`src/rtl/fir_out_packer.sv`:
```
// fir_out_packer
//   Output stage of the I/Q decimating FIR. Each strobed 49-bit I/Q result is rounded
//   (round-half-up) to a 24-bit field and registered. The resulting I/Q pair is written
//   into a small FIFO, which drains to the consumer over a valid/ready handshake. The
//   filter is never back-pressured. A pair that arrives while the FIFO is full and not
//   popping is dropped, and the sticky overflow flag is set.
//
//   Build option: define FIR_OUT_SAT_EN to saturate the kept field instead of wrapping it.
//   In that build a clipped sample sets the sticky sat_flag. Without the macro, sat_flag
//   is tied low.
//
// Ports
//   clk          rising-edge clock
//   reset        asynchronous reset, active low
//   data_in_I/Q  signed filter outputs, DIN_W bits
//   strobe_in    one-cycle pulse, data_in_I/Q valid
//   data_out_I/Q FIFO head pair, signed DOUT_W bits (hold their value while valid_out=0)
//   valid_out    FIFO non-empty
//   ready_in     consumer accepts the head when valid_out && ready_in
//   level        number of stored pairs, 0..DEPTH
//   overflow     sticky, a pair was dropped
//   sat_flag     sticky, a sample was clipped (saturating build only)
//   clear_flags  synchronous clear of overflow/sat_flag; a same-cycle event wins
module fir_out_packer #(
  parameter int unsigned DIN_W  = 49,
  parameter int unsigned DOUT_W = 24,
  parameter int unsigned SHIFT  = 23,
  parameter int unsigned DEPTH  = 16,
  parameter int unsigned AW     = 4
) (
  input  logic              clk,
  input  logic              reset,
  input  logic [DIN_W-1:0]  data_in_I,
  input  logic [DIN_W-1:0]  data_in_Q,
  input  logic              strobe_in,
  output logic [DOUT_W-1:0] data_out_I,
  output logic [DOUT_W-1:0] data_out_Q,
  output logic              valid_out,
  input  logic              ready_in,
  output logic [AW:0]       level,
  output logic              overflow,
  output logic              sat_flag,
  input  logic              clear_flags
);

  localparam int unsigned SUM_W    = DIN_W + 1;
  localparam logic [AW:0] FULL_LVL = (AW+1)'(DEPTH);

  // Sign-extend one bit so that adding the rounding constant cannot overflow.
  function automatic logic [SUM_W-1:0] round_sum(input logic [DIN_W-1:0] din);
    round_sum = {din[DIN_W-1], din} + (SUM_W'(1) << (SHIFT - 1));
  endfunction

  function automatic logic [DOUT_W-1:0] round_field(input logic [DIN_W-1:0] din);
    logic [SUM_W-1:0]  sum;
    logic [DOUT_W-1:0] field;
    sum   = round_sum(din);
    field = sum[SHIFT+DOUT_W-1:SHIFT];
`ifdef FIR_OUT_SAT_EN
    // Every bit above the field must match the field MSB; otherwise clip by sign of sum.
    if (sum[SUM_W-1:SHIFT+DOUT_W-1] != {(SUM_W-SHIFT-DOUT_W+1){sum[SHIFT+DOUT_W-1]}}) begin
      field = sum[SUM_W-1] ? {1'b1, {(DOUT_W-1){1'b0}}} : {1'b0, {(DOUT_W-1){1'b1}}};
    end
`endif
    return field;
  endfunction

`ifdef FIR_OUT_SAT_EN
  function automatic logic clips(input logic [DIN_W-1:0] din);
    logic [SUM_W-1:0] sum;
    sum   = round_sum(din);
    clips = (sum[SUM_W-1:SHIFT+DOUT_W-1] !=
             {(SUM_W-SHIFT-DOUT_W+1){sum[SHIFT+DOUT_W-1]}});
  endfunction
`endif

  // Stage 1 registers
  logic [DOUT_W-1:0] stg_i_q, stg_q_q;
  logic              wr_pend_q;

  // FIFO state
  logic [DOUT_W-1:0] mem_i [DEPTH];
  logic [DOUT_W-1:0] mem_q [DEPTH];
  logic [AW-1:0]     wr_ptr_q, rd_ptr_q, rd_nxt;
  logic [AW:0]       level_q, level_d;
  logic [DOUT_W-1:0] head_i_q, head_i_d, head_q_q, head_q_d;
  logic              overflow_q, overflow_d;

  logic empty, full, pop, push, drop;

  always_comb begin
    empty      = (level_q == '0);
    full       = (level_q == FULL_LVL);
    pop        = !empty && ready_in;
    // When full, a same-cycle pop frees the slot the write lands in.
    push       = wr_pend_q && (!full || pop);
    drop       = wr_pend_q && full && !pop;
    rd_nxt     = rd_ptr_q + AW'(1);
    level_d    = level_q + (AW+1)'(push) - (AW+1)'(pop);
    overflow_d = (overflow_q && !clear_flags) || drop;

    // The head is a registered copy of mem[rd_ptr]. It is only reloaded when the
    // head changes, so it holds its last value while the FIFO is empty.
    head_i_d = head_i_q;
    head_q_d = head_q_q;
    if (pop) begin
      if (level_q > (AW+1)'(1)) begin
        head_i_d = mem_i[rd_nxt];
        head_q_d = mem_q[rd_nxt];
      end else if (push) begin
        head_i_d = stg_i_q;
        head_q_d = stg_q_q;
      end
    end else if (empty && push) begin
      head_i_d = stg_i_q;
      head_q_d = stg_q_q;
    end
  end

  always_ff @(posedge clk or negedge reset) begin
    if (!reset) begin
      stg_i_q    <= '0;
      stg_q_q    <= '0;
      wr_pend_q  <= 1'b0;
      wr_ptr_q   <= '0;
      rd_ptr_q   <= '0;
      level_q    <= '0;
      head_i_q   <= '0;
      head_q_q   <= '0;
      overflow_q <= 1'b0;
    end else begin
      wr_pend_q <= strobe_in;
      if (strobe_in) begin
        stg_i_q <= round_field(data_in_I);
        stg_q_q <= round_field(data_in_Q);
      end
      if (push) wr_ptr_q <= wr_ptr_q + AW'(1);
      if (pop)  rd_ptr_q <= rd_nxt;
      level_q    <= level_d;
      head_i_q   <= head_i_d;
      head_q_q   <= head_q_d;
      overflow_q <= overflow_d;
    end
  end

  // Storage is not reset; only slots below level are ever read.
  always_ff @(posedge clk) begin
    if (push) begin
      mem_i[wr_ptr_q] <= stg_i_q;
      mem_q[wr_ptr_q] <= stg_q_q;
    end
  end

`ifdef FIR_OUT_SAT_EN
  logic sat_q, sat_d;

  always_comb begin
    sat_d = (sat_q && !clear_flags) ||
            (strobe_in && (clips(data_in_I) || clips(data_in_Q)));
  end

  always_ff @(posedge clk or negedge reset) begin
    if (!reset) begin
      sat_q <= 1'b0;
    end else begin
      sat_q <= sat_d;
    end
  end

  assign sat_flag = sat_q;
`else
  assign sat_flag = 1'b0;
`endif

  assign data_out_I = head_i_q;
  assign data_out_Q = head_q_q;
  assign valid_out  = !empty;
  assign level      = level_q;
  assign overflow   = overflow_q;

endmodule

```
`config.mk`:
```
export PLATFORM = sky130hd
export DESIGN_NAME = fir_out_packer
export DESIGN_NICKNAME = d
export VERILOG_FILES = /design/src/rtl/fir_out_packer.sv
export SDC_FILE = /design/constraint.sdc
export NUM_CORES = 1
export LEC_CHECK = 0
export CORE_MARGIN = 2
export CORE_UTILIZATION = 50
export DETAILED_ROUTE_END_ITERATION = 8
export DONT_BUFFER_PORTS = 1
export PLACE_DENSITY_LB_ADDON = 0.1
export SYNTH_ARGS = -nofsm -noshare
export SYNTH_HDL_FRONTEND = slang
export SYNTH_SLANG_ARGS = --single-unit
```
`constraint.sdc`:
```
create_clock -name clk -period 6.4 [get_ports clk]
set_input_delay 1.28 -clock clk [delete_from_list [all_inputs] [get_ports clk]]
set_output_delay 1.28 -clock clk [all_outputs]
set_load 0.005 [all_outputs]
```
==> key figures <==
Status
  – Status: finished, final reports clean

STA
  – Layout Skew: 0.0234 ns
  – Fin crit share: 60.6%
  – Final setup TNS: 0 ns
  – Max Clock Freq: 258 MHz
  – Min Clock Period, post-route: 3.88 ns
  – Final worst slack: 2.52 ns
  – Setup violations, final: 0
  – Slew of the pin with the lowest slew margin: 1.16 ns
  – Pins Over Slew Limit: 0
  – Relative slew slack: 21.3%
  – Hold Slack: 0.353 ns
  – Unrepaired setup endpoints after global routing: false
  – Fin. Hold Viols: 0

Cells and area
  – Finished Core Util: 56.4%
  – FF+latch area: 25800 um2
  – Most frequent cells in the layout: 768 x edfxtp_1, 192 x mux4_2, 110 x dfrtp_1
  – Most common cell after layout, fill and taps aside: edfxtp_1
  – Finished Layout Cells: 2715
  – NumNets Final: 1881
  – Layout cells sized above 1: 22.3%
  – Area of the multi-input gates: 8370 um2
  – Antenna diodes: 0
  – Area grow syn2layout: 11.7%
  – Fill count: 5245
  – Design Area, Final: 38600 um2

Pwr
  – Leak: 12.6 nW
  – Power Density: 471 nW/um2
  – VDD IR-drop max: 0.384 mV
  – Total power: 18.2 mW

Yosys
  – Syn Area/Cell: 20.1 um2
  – Register area share after synthesis: 74.8%
  – YS warnings: 0
  – Yosys reg bits: 879
  – Share of the synthesized area in the top cell type: 66.8%
  – Post-synth top area cell: edfxtp_1
  – Post-synth EDFFs: 768
  – Post-Syn Area: 34500 um2
  – Syn_nets: 1840
  – Synth top area cells: edfxtp_1 67%, mux4_2 13%, dfrtp_1 8.0%
  – Distinct cell type count after synthesis: 45
  – Async SR Flop Fraction: 12.6%
  – Cells after Synth: 1720
  – Synth Flop Type: edfxtp_1

Critical path
  – R2R Path End: data_out_Q[0]
  – Worst reg2reg setup slack: 2.52 ns
  – Reg2Reg Depth: 6
  – Critical-path top delay cell: dfrtp_4
  – Cells along the critical path: buf_4, buf_4, mux4_2, mux2i_1, a2bb2oi_1, o211a_1
  – Setup crit start kind: register
  – Critical path fanouts, max: 48
  – Setup Crit Path Kind: register to register
  – Worst r2r src: rd_ptr_q[0]
  – CP dominant cell by count: buf_4
  – Critical path capture point type: register
  – Max incr delay on CP: 1.11 ns
  – CP Data Required Time: 6.91 ns
  – Critical Path AT: 4.39 ns

GRT
  – First-pass GRT wire length: 118 mm
  – Initial antenna violation count: 0
  – Total grt overflow: 0
  – Vias in the first global route: 17406
  – GRT Max-Usage Layer: met2
  – All-Layer GR Usage: 23.4%
  – GRT met3 Usage: 4.74%
  – Grt met2 use: 37.9%
  – Largest net degree at the start of global routing: 112
  – Grt met1 use: 32.9%

Place
  – Gpl congestion: 0.714
  – Pre-CTS WS: 2.24 ns
  – Dpl cells: 2551
  – DP HPWL: 41.0 mm
  – Area after DPL: 35700 um2
  – IO buf count: 0

Floorplanning
  – Core Area: 68500 um2
  – # IOs: 159
  – Row Count: 96
  – Chip width: 267 um
  – Die Y-Extent: 267 um
  – Die area: 71200 um2
  – Starting Density: 50.5%

Route
  – DR vias/cell: 6.11
  – DRT Pass-1 Iters: 5
  – Detailed Route WL: 81.3 mm
  – Detail Route Antenna Nets: 0
  – Iteration-0 DRC Markers: 1405
  – Drt drc: 0
  – Routed wire per std cell: 29.9 um
  – Vias: 16600

Clock tree
  – CTS Sinks: 879
  – Post-cts resize count: 0
  – Reg clk slew, reported paths: 0.06 ns
  – Setup bufs post-CTS: 0
  – Hold buffer count at cts: 0
  – TritonCTS Buffers: 90
  – Insertion delay to the later sink of the worst-skew pair: 0.63 ns
  – CTS Buffer Depth: 3
  – Root Buffer Master: clkbuf_16
  – CTS tree: yes
  – H-tree depth: 3

Run
  – MaxCap Viol Count: 0

Hold path
  – Worst Hold Class: input pin to asynchronous set/reset pin
-- per-layer routing --
metal / wire, um / vias up
li1: - / 7054
met1: 34300 / 8945
met2: 39800 / 533
met3: 5930 / 68
met4: 1250 / 0
met5: 0 / -
-- critical path, delay by kind of cell, from the launching register on --
kind / cells / cell delay (ns)
buffers and inverters: 2 / 1.50
AO/OA/AOI/OAI: 2 / 0.26
flip-flops: 1 / 1.11
multiplexers: 2 / 0.79
-- worst max path at each step --
stage                start  slack [ns]              to  cells past startpoint
4_1_cts        rd_ptr_q[0]        2.36   data_out_Q[5]                      6
2_1_floorplan     ready_in        0.68     mem_i[3][0]                      5
3_3_place_gp      ready_in        2.32  data_out_I[16]                     10
5_1_grt        rd_ptr_q[0]        2.07   data_out_Q[0]                      6
3_5_place_dp      ready_in        2.24   data_out_I[2]                     10
6_report       rd_ptr_q[0]        2.52   data_out_Q[0]                      6
-- cell type report --
type,instances,share of cell area [%]
clock buffers,123,6.55
inverters,19,0.185
repair buffers,38,0.836
clock inverters,41,0.921
multi-input cells,733,21.7
well taps,882,2.86
flip-flops and latches,879,67.0
-- power breakdown --
part	total (mW)	internal (mW)	leakage [nW]	switching [mW]
clock network	5.13	3.00	1.42	2.12
logic	5.39	2.51	3.01	2.89
registers	7.65	7.07	8.13	0.583
-- flip-flops by register name, summed over array words and instances, names as in the netlist --
register    flops
mem_q         384
overflow        1
wr_ptr_q        4
data_out_I     24
stg_i_q        24
mem_i         384
stg_q_q        24
wr_pend_q       1
level           5
rd_ptr_q        4
data_out_Q     24
-- synthesized netlist by cell type (5+ instances only) --
| master | n |
|---|---|
| edfxtp_1 | 768 |
| mux4_2 | 192 |
| nor2_1 | 117 |
| dfrtp_1 | 111 |
| mux2i_1 | 94 |
| a21oi_1 | 48 |
| o2bb2ai_1 | 46 |
| buf_2 | 43 |
| clkbuf_1 | 34 |
| xor2_1 | 33 |
| nand2_1 | 32 |
| a211oi_1 | 29 |
| nand3_1 | 25 |
| xnor2_1 | 24 |
| inv_1 | 18 |
| a211oi_2 | 17 |
| ha_1 | 16 |
| nor3_1 | 9 |
| nand4_1 | 8 |
| and3_1 | 6 |
| buf_1 | 6 |
| nand2b_1 | 5 |
-- cell families after synthesis --
kind of cell	Yosys count	share of synthesized area, %
buffers and inverters	108	1.42
adder cells (fa/ha/maj)	17	0.637
other	1	0.0109
XOR/XNOR	58	1.49
multiplexers	288	15.3
AND/OR/NAND/NOR	219	2.97
flip-flops	879	74.8
AO/OA/AOI/OAI	150	3.38
(Power assumes the default switching activity.)
